===== config.mk =====
export PLATFORM = sky130hd
export DESIGN_NAME = ex_muldiv_seq
export DESIGN_NICKNAME = d
export VERILOG_FILES = /design/src/rtl/ex_muldiv_seq.sv
export SDC_FILE = /design/constraint.sdc
export NUM_CORES = 1
export LEC_CHECK = 0
export ABC_CLOCK_PERIOD_IN_PS = 5900
export BUFFER_PORTS_ARGS = -buffer_cell sky130_fd_sc_hd__buf_2
export CORE_UTILIZATION = 25
export CTS_CLUSTER_DIAMETER = 120
export DETAILED_ROUTE_END_ITERATION = 10
export PLACE_DENSITY_LB_ADDON = 0.25
export RECOVER_POWER = 100
export SLEW_MARGIN = 20
export SYNTH_ARGS = -nofsm -noshare
export SYNTH_HDL_FRONTEND = slang
export SYNTH_SLANG_ARGS = --single-unit

===== constraint.sdc =====
create_clock -name clk_in -period 5.9 [get_ports clk_in]
set_input_delay 1.18 -clock clk_in [delete_from_list [all_inputs] [get_ports clk_in]]
set_output_delay 1.18 -clock clk_in [all_outputs]
set_load 0.005 [all_outputs]

===== src/rtl/ex_muldiv_seq.sv =====
// Multi-cycle RV32M multiply/divide sequencer sitting beside the EX ALU.
// Latency: accept at cycle t -> done_o at t+33 (t+1 for divide-by-zero / signed overflow).
// Backpressure: stall_o holds EX while busy; rdy_in=0 freezes everything; flush_in aborts.
// Ports: clk_in/rst_in (sync active-high), rdy_in, flush_in, start_in/op_in/op1_in/op2_in/
//        rd_addr_in (request), stall_o, done_o/result_o/rd_addr_o (one-cycle result).
module ex_muldiv_seq #(
   parameter int XLEN  = 32,
   parameter int CNT_W = 6
) (
   input  logic            clk_in,
   input  logic            rst_in,
   input  logic            rdy_in,
   input  logic            flush_in,
   input  logic            start_in,
   input  logic [2:0]      op_in,
   input  logic [XLEN-1:0] op1_in,
   input  logic [XLEN-1:0] op2_in,
   input  logic [4:0]      rd_addr_in,
   output logic            stall_o,
   output logic            done_o,
   output logic [XLEN-1:0] result_o,
   output logic [4:0]      rd_addr_o
);

   typedef enum logic [1:0] {S_IDLE, S_MUL, S_DIV, S_DONE} state_t;

   localparam logic [XLEN-1:0]  MIN_NEG = {1'b1, {(XLEN-1){1'b0}}};
   localparam logic [CNT_W-1:0] CNT_END = CNT_W'(XLEN-1);

   state_t              state_q, state_d;
   logic [CNT_W-1:0]    cnt_q, cnt_d;
   logic [1:0]          op_q, op_d;       // op[1:0]; MUL vs DIV is carried by the state
   logic                neg_q, neg_d;     // final result must be negated
   logic [2*XLEN-1:0]   acc_q, acc_d;     // MUL: partial product; DIV: {remainder, dividend/quotient}
   logic [2*XLEN-1:0]   mcand_q, mcand_d; // MUL: shifting multiplicand; DIV: divisor in low half
   logic [XLEN-1:0]     mplier_q, mplier_d;
   logic [XLEN-1:0]     res_q, res_d;
   logic [4:0]          rd_q, rd_d;

   // Request decode
   logic            sgn1, sgn2, neg1, neg2, is_div, div_zero, div_ovf, special;
   logic [XLEN-1:0] mag1, mag2;

   always_comb begin
      sgn1     = (op_in != 3'd3) && (op_in != 3'd5) && (op_in != 3'd7);
      sgn2     = sgn1 && (op_in != 3'd2);
      neg1     = sgn1 & op1_in[XLEN-1];
      neg2     = sgn2 & op2_in[XLEN-1];
      mag1     = neg1 ? -op1_in : op1_in;
      mag2     = neg2 ? -op2_in : op2_in;
      is_div   = op_in[2];
      div_zero = is_div && (op2_in == '0);
      div_ovf  = is_div && !op_in[0] && (op1_in == MIN_NEG) && (op2_in == '1);
      special  = div_zero | div_ovf;
   end

   // Multiply step: add shifted multiplicand when the current multiplier bit is set
   logic [2*XLEN-1:0] prod_nx, mul_fin;
   logic [XLEN-1:0]   mul_res;

   always_comb begin
      prod_nx = acc_q + (mplier_q[0] ? mcand_q : '0);
      mul_fin = neg_q ? -prod_nx : prod_nx;
      mul_res = (op_q == 2'd0) ? mul_fin[XLEN-1:0] : mul_fin[2*XLEN-1:XLEN];
   end

   // Restoring divide step: shift next dividend bit into the remainder, try a subtract
   logic [XLEN:0]   trial, diff;
   logic            ge;
   logic [XLEN-1:0] rem_nx, quo_nx, div_res;

   always_comb begin
      trial   = {acc_q[2*XLEN-1:XLEN], acc_q[XLEN-1]};
      diff    = trial - {1'b0, mcand_q[XLEN-1:0]};
      ge      = ~diff[XLEN];
      rem_nx  = ge ? diff[XLEN-1:0] : trial[XLEN-1:0];
      quo_nx  = {acc_q[XLEN-2:0], ge};
      if (op_q[1]) div_res = neg_q ? -rem_nx : rem_nx;
      else         div_res = neg_q ? -quo_nx : quo_nx;
   end

   // Next-state
   always_comb begin
      state_d  = state_q;
      cnt_d    = cnt_q;
      op_d     = op_q;
      neg_d    = neg_q;
      acc_d    = acc_q;
      mcand_d  = mcand_q;
      mplier_d = mplier_q;
      res_d    = res_q;
      rd_d     = rd_q;
      if (rdy_in) begin
         if (flush_in) begin
            state_d = S_IDLE;
            cnt_d   = '0;
            res_d   = '0;
            rd_d    = '0;
         end else begin
            case (state_q)
               S_IDLE: begin
                  if (start_in) begin
                     op_d  = op_in[1:0];
                     rd_d  = rd_addr_in;
                     cnt_d = '0;
                     if (div_zero) begin
                        res_d   = op_in[1] ? op1_in : '1;
                        state_d = S_DONE;
                     end else if (div_ovf) begin
                        res_d   = op_in[1] ? '0 : MIN_NEG;
                        state_d = S_DONE;
                     end else if (is_div) begin
                        acc_d   = {{XLEN{1'b0}}, mag1};
                        mcand_d = {{XLEN{1'b0}}, mag2};
                        neg_d   = op_in[1] ? neg1 : (neg1 ^ neg2);
                        state_d = S_DIV;
                     end else begin
                        acc_d    = '0;
                        mcand_d  = {{XLEN{1'b0}}, mag1};
                        mplier_d = mag2;
                        neg_d    = neg1 ^ neg2;
                        state_d  = S_MUL;
                     end
                  end
               end
               S_MUL: begin
                  acc_d    = prod_nx;
                  mcand_d  = mcand_q << 1;
                  mplier_d = mplier_q >> 1;
                  cnt_d    = cnt_q + CNT_W'(1);
                  if (cnt_q == CNT_END) begin
                     cnt_d   = '0;
                     res_d   = mul_res;
                     state_d = S_DONE;
                  end
               end
               S_DIV: begin
                  acc_d = {rem_nx, quo_nx};
                  cnt_d = cnt_q + CNT_W'(1);
                  if (cnt_q == CNT_END) begin
                     cnt_d   = '0;
                     res_d   = div_res;
                     state_d = S_DONE;
                  end
               end
               S_DONE:  state_d = S_IDLE;
               default: state_d = S_IDLE;
            endcase
         end
      end
   end

   always_ff @(posedge clk_in) begin
      if (rst_in) begin
         state_q  <= S_IDLE;
         cnt_q    <= '0;
         op_q     <= '0;
         neg_q    <= 1'b0;
         acc_q    <= '0;
         mcand_q  <= '0;
         mplier_q <= '0;
         res_q    <= '0;
         rd_q     <= '0;
      end else begin
         state_q  <= state_d;
         cnt_q    <= cnt_d;
         op_q     <= op_d;
         neg_q    <= neg_d;
         acc_q    <= acc_d;
         mcand_q  <= mcand_d;
         mplier_q <= mplier_d;
         res_q    <= res_d;
         rd_q     <= rd_d;
      end
   end

   // Stall is low in DONE so EX captures the result on the same edge it advances.
   always_comb begin
      stall_o   = (state_q == S_MUL) || (state_q == S_DIV) ||
                  ((state_q == S_IDLE) && start_in && !flush_in && !special);
      done_o    = (state_q == S_DONE);
      result_o  = done_o ? res_q : '0;
      rd_addr_o = done_o ? rd_q  : '0;
   end

endmodule


==> results_dict.tcl, run 1 <==
set metrics [dict create \
    status "complete, but fails checks" \
    violations "max-capacitance violations" \
    setup_viol 0 \
    antenna_found_initial 5 \
    worstMarginPinSlew_ns 1.48 \
    peakVddDrop_mv 0.226 \
    maxSlewViolCount 0 \
    whs_path_depth 2 \
    initial_core_util 0.253 \
    fin_crit_ns 5.64 \
    totalWireLength_um 128000 \
    rr_worst_depth 17 \
    fin_ws_ns 0.264 \
    htreeDepth 1 \
    synth_cell_types 105 \
    power.total_uw 4910 \
    boundaryPins 116 \
    holdPathEnd "mcand_q[63]" \
    dr.pass1.iters 6 \
    instances_no_fill 4822 \
    yosysWarnings 0 \
    cp.arrival_ns 6.14 \
    fin_hold_ws_ns 0.462 \
    dp_hpwl_um 103000 \
    worstSetupPathType "flip-flop to flip-flop" \
    place_ws_ns 0.303 \
    synth_cells 3395 \
    synthFlopType "dfxtp_1" \
    numCtsBuffers 29 \
    dieArea_mm2 0.0943 \
    post_drt_wl_per_cell_um 26.6 \
    tns_ns 0 \
    slew-limit-headroom 0.00852 \
    multi_input_area_mm2 0.0178 \
    die_h_um 307 \
    synth_edf_count 0 \
    grt_pass1_wl_um 182000 \
    via_per_inst 5.72 \
    grt_pass1_vias 25200 \
    core_mm2 0.0919 \
    grtUsageTotal 0.263 \
    n_antenna_cell 0 \
    vias 27600 \
    grt_use_met3 0.0367 \
    io_buffers 115 \
    r2r-end "res_q[17]" \
    finClkSkew_ns 0.0238 \
    yosysTopAreaCell "dfxtp_1" \
    min_period_over_period 0.955 \
    worstHoldPathType "flip-flop to flip-flop" \
    hp-start "mcand_q[63]" \
    dp.cells 4773 \
    critical_path.startpoint_type "flip-flop" \
    syn_area_mm2 0.0233 \
    cap_violations 1 \
    r2r_setup_slack_ns 0.26 \
    drive_gt1_frac 0.138 \
    p_int_uw 2990 \
    rsz0062_at_grt "no" \
    drtAntennaViolNets 0 \
    gp_congestion 1.16 \
    fillers 10300 \
    required_ns 6.41 \
    max_freq_mhz 177 \
    switching_power_uw 1920 \
    areaGrowthSynthToFinish_pct 17.3 \
    p_comb_frac 0.326 \
    syn_avg_cell_area_um2 6.85 \
    clk_path_buf_depth 3 \
    clock-root-buffer "clkbuf_16" \
    yosys-top-cells-area "dfxtp_1 18%, a21oi_1 7.3%, nor2_1 6.8%, nand2_1 5.8%, ha_1 5.8%" \
    critPathCaptureType "flip-flop" \
    synth_top_cell_area_share 0.179 \
    rows 111 \
    insertion_delay_ns 0.60 \
    grt.busiest_layer "met2" \
    grtUsageMet2 0.404 \
    post_cts_buffers 0 \
    drc 0 \
    seq_area_frac_synth 0.179 \
    power_density_mw_per_mm2 180 \
    seq_power_share 0.311 \
    post_cts_resized 0 \
    async_reset_ff_frac 0 \
    clk_pin_slew_ns 0.06 \
    cts_tree "built" \
    synth_fp_nets 3581 \
    hold_buffers 0 \
    worst-path-max-fanout 40 \
    met1_usage 0.348 \
    clkPwrFrac 0.363 \
    grt_start_max_net_pins 77 \
    r2r_start "mcand_q[0]" \
    grt.overflow.total 0 \
    register_area_mm2 0.00417 \
    swShare 0.391 \
    synth-seq-cells 208 \
    die_w_um 307 \
    drt_iter0_markers 3432 \
    cellLeakagePower_uw 0.0103 \
    hold_violations 0 \
    fin_nets 3747 \
    clock_sinks 208 \
]
==> worst max path at each step <==
stage	from	end	slack [ns]	cells after the start
global route	mcand_q[0]	res_q[5]	0.03	20
global placement	op1_in[1]	stall_o	0.31	11
detailed placement	op1_in[1]	stall_o	0.30	11
floorplan	acc_q[31]	res_q[30]	0.66	25
finish	mcand_q[0]	res_q[17]	0.26	17
CTS	op1_in[1]	stall_o	0.27	11
==> through the flow <==
stage           util  instance area (um^2)
5_1_grt        0.297                 27300
4_1_cts        0.298                 27400
3_3_place_gp   0.288                 26500
6_report       0.297                 27300
3_5_place_dp   0.288                 26500
2_1_floorplan      -                 23300
==> state kept, by name, indices dropped and copies added, names as in the netlist <==
name and count:
rd_q 5, op_q 2, res_q 32, acc_q 64
mplier_q 32, cnt_q 6, state_q 2, neg_q 1
mcand_q 64
==> cells in the mapped netlist, drive strengths merged, types with 31 or more instances <==
cell / count
dfxtp: 208
clkbuf: 173
nand4: 60
a21oi: 345
a22oi: 50
xnor2: 114
mux2i: 42
a31oi: 31
o211ai: 38
buf: 68
ha: 107
or3: 46
inv: 86
o21a: 31
nand3: 84
and2: 129
nand2: 358
a211oi: 82
nor2: 425
nor3: 96
a21o: 31
o31ai: 43
nor4: 34
xor2: 93
o21ai: 228
==> final cells by class <==
cell class	count	area share
Clock buffer	38	0.0297
Timing Repair Buffer	376	0.0927
Multi-Input combinational cell	2857	0.651
Inverter	89	0.0122
Clock inverter	11	0.00426
Sequential cell	208	0.153
Tap cell	1243	0.0570
==> worst max-delay path: stages, from the launching register on <==
cell      delay, ns
dfxtp_1        0.44
ha_1           0.21
inv_1          0.05
fa_1           0.41
a211oi_1       0.32
nor3_1         0.09
o21ai_0        0.37
a21oi_1        0.18
nor3_1         0.36
nor2_4         0.07
inv_2          0.16
clkbuf_4       0.45
nor3_1         0.12
o21bai_1       0.48
o21ai_0        0.21
xnor2_1        1.04
nand3_1        0.25
a311oi_1       0.30
==> metal layers <==
| metal | part of all wire | up-vias |
|---|---|---|
| met2 | 0.43 | 1335 |
| met4 | 0.069 | 8 |
| met1 | 0.42 | 13200 |
| li1 | - | 12800 |
| met5 | 0.00039 | - |
| met3 | 0.082 | 279 |
==> power by group through the flow <==
| stage | clock, uW | combinational [uW] | sequential, uW |
|---|---|---|---|
| after global routing | 1850 | 1690 | 1530 |
| after global placement | 0 | 1560 | 1560 |
| after floorplan | 0 | 941 | 1520 |
| after detailed placement | 0 | 1560 | 1550 |
| final | 1780 | 1600 | 1530 |
| after CTS | 1800 | 1560 | 1520 |
==> kinds of logic after synthesis <==
kind of cell	share of synthesized area
and+or+nand+nor	0.282
AOI/OAI and AO/OA	0.320
buffers and inverters	0.0583
DFF	0.179
xor gates and xnor gates	0.0779
adders and majority gates	0.0592
muxes	0.0234
==> placed cells by master (no fill, tap or decap), types with 95 or more instances in the layout <==
cell type | Yosys | layout
nor2_1 | 422 | 420
nand2_1 | 358 | 357
a21oi_1 | 339 | 339
buf_4 | 3 | 236
o21ai_0 | 206 | 206
dfxtp_1 | 208 | 206
xnor2_1 | 114 | 112
and2_1 | 128 | 106
ha_1 | 107 | 105
buf_2 | 44 | 101
nor3_1 | 96 | 95
Power figures use the tool's default switching activity.
==> inputs of run 2 (changes only) <==
- CORE_ASPECT_RATIO: not set -> 1.5
- CTS_CLUSTER_DIAMETER: 120 -> 100
- RECOVER_POWER: 100 -> 50
==> results_dict.tcl, run 2 (synthesized netlist as in run 1, its figures left out) <==
set metrics [dict create \
    crit_chain "buf_12 > and2_1 > ha_1 > a21oi_1 > o21ai_1 > buf_4 > a2bb2oi_1 > nand4b_1 > a21boi_0 > buf_4 > xor2_1 > nand2_1 > or4_4 > or4_4 > or3_1 > a32o_1 > a211oi_2 > buf_4 > o31a_1" \
    io_buffers 115 \
    boundaryPins 116 \
    post_drt_wl_per_cell_um 28.2 \
    fin_crit_ns 5.81 \
    cpMaxStageDelayCell "or4_4" \
    worstHoldPathType "flip-flop to flip-flop" \
    layout_common_cells "419 x nor2_1, 357 x nand2_1, 337 x a21oi_1" \
    worstSetupPathType "flip-flop to flip-flop" \
    power_density_mw_per_mm2 183 \
    dieArea_mm2 0.0943 \
    cp.arrival_ns 6.36 \
    max_freq_mhz 172 \
    antenna_found_initial 9 \
    core_mm2 0.0919 \
    totalWireLength_um 136000 \
    drtAntennaViolNets 0 \
    setup_viol 0 \
    finClkSkew_ns 0.0586 \
    crit_top_cell "buf_4" \
    required_ns 6.45 \
    clock-root-buffer "clkbuf_16" \
    drive_gt1_frac 0.157 \
    slowest_delay_ns 0.61 \
    post_cts_buffers 0 \
    areaGrowthSynthToFinish_pct 19.4 \
    status "complete, but fails checks" \
    initial_core_util 0.253 \
    clock_sinks 208 \
    grt.overflow.total 0 \
    worst-path-max-fanout 64 \
    drt_iter0_markers 2924 \
    critPathCaptureType "flip-flop" \
    fin_hold_ws_ns 0.457 \
    vias 28100 \
    clk_pin_slew_ns 0.07 \
    dp_hpwl_um 108000 \
    cellLeakagePower_uw 0.0106 \
    htreeDepth 1 \
    worstMarginPinSlew_ns 1.54 \
    power.total_uw 5080 \
    cts_tree "built" \
    reg_top3 "acc_q: 64 flops, mcand_q: 64 flops" \
    layout_commonest_cell "nor2_1" \
    maxSlewViolCount 39 \
    insertion_delay_ns 0.62 \
    tns_ns 0 \
    via_per_inst 5.86 \
    rows 136 \
    die_w_um 251 \
    die_h_um 376 \
    violations "max-capacitance violations, max-slew violations" \
    critical_path.startpoint_type "flip-flop" \
    grt_start_max_net_pins 176 \
    grt_pass1_wl_um 191000 \
    peakVddDrop_mv 0.184 \
    grtUsageTotal 0.277 \
    dr.pass1.iters 6 \
    hold_violations 0 \
    drc 0 \
    slew-limit-headroom -0.0256 \
    fin_nets 3800 \
    numCtsBuffers 26 \
    cap_violations 1 \
    rsz0062_at_grt "no" \
    min_period_over_period 0.984 \
    clk_path_buf_depth 3 \
    gp_congestion 1.07 \
    grt_pass1_vias 26800 \
]
run 2: metrics by stage:
stage          cells  worst slack, ns   util  area, um^2
4_1_cts         4804            0.108  0.303       27800
3_5_place_dp    4759            0.147  0.293       26900
6_report        4806           0.0930  0.302       27800
3_3_place_gp    4759            0.103  0.293       26900
2_1_floorplan   3395            0.657      -       23300
5_1_grt         4804          0.00148  0.302       27800
run 2: metal layers:
layer	wire length [um]	track usage	share of wire	vias up
li1	-	-	-	12900
met1	50000	0.307	0.37	13700
met2	64300	0.473	0.47	1176
met3	8240	0.0366	0.061	383
met4	13100	0.228	0.096	2
met5	13	0	0.000096	-
run 2: final timing paths:
path,from,end,slack [ns],cells after the start
min,mcand_q[63],mcand_q[63],0.46,2
max reg2reg,mplier_q[0],res_q[29],0.09,19
min reg2reg,mcand_q[63],mcand_q[63],0.46,2
max,mplier_q[0],res_q[29],0.09,19
run 2: timing repair:
item                                    CTS  global route
hold buffers                              0             0
endpoints found under the setup margin    0            13
gates resized for setup                   0            14
hold endpoints to repair                  0             0
run 2: cell type report:
class / count / area (um^2)
Fill cell: 10300 / 64100
Multi-Input combinational cell: 2857 / 17800
Sequential cell: 208 / 4170
Timing Repair Buffer: 432 / 3040
Tap cell: 1173 / 1470
Clock buffer: 35 / 756
Inverter: 89 / 334
Clock inverter: 10 / 196
Antenna cell: 2 / 5.00
run 2: critical path: cells and delay by family, from the launching register on:
kind | cells | cell delay, ns
and+or+nand+nor | 6 | 2.28
buffers and inverters | 4 | 0.85
xor gates and xnor gates | 1 | 0.34
adders and majority gates | 1 | 0.35
AOI/OAI and AO/OA | 7 | 1.52
DFF | 1 | 0.37
run 2: report_power, final:
part           switching [uW]  internal [uW]
Combinational            1110            553
Sequential               79.6           1460
Clock                     758           1120
Total                    1950           3130
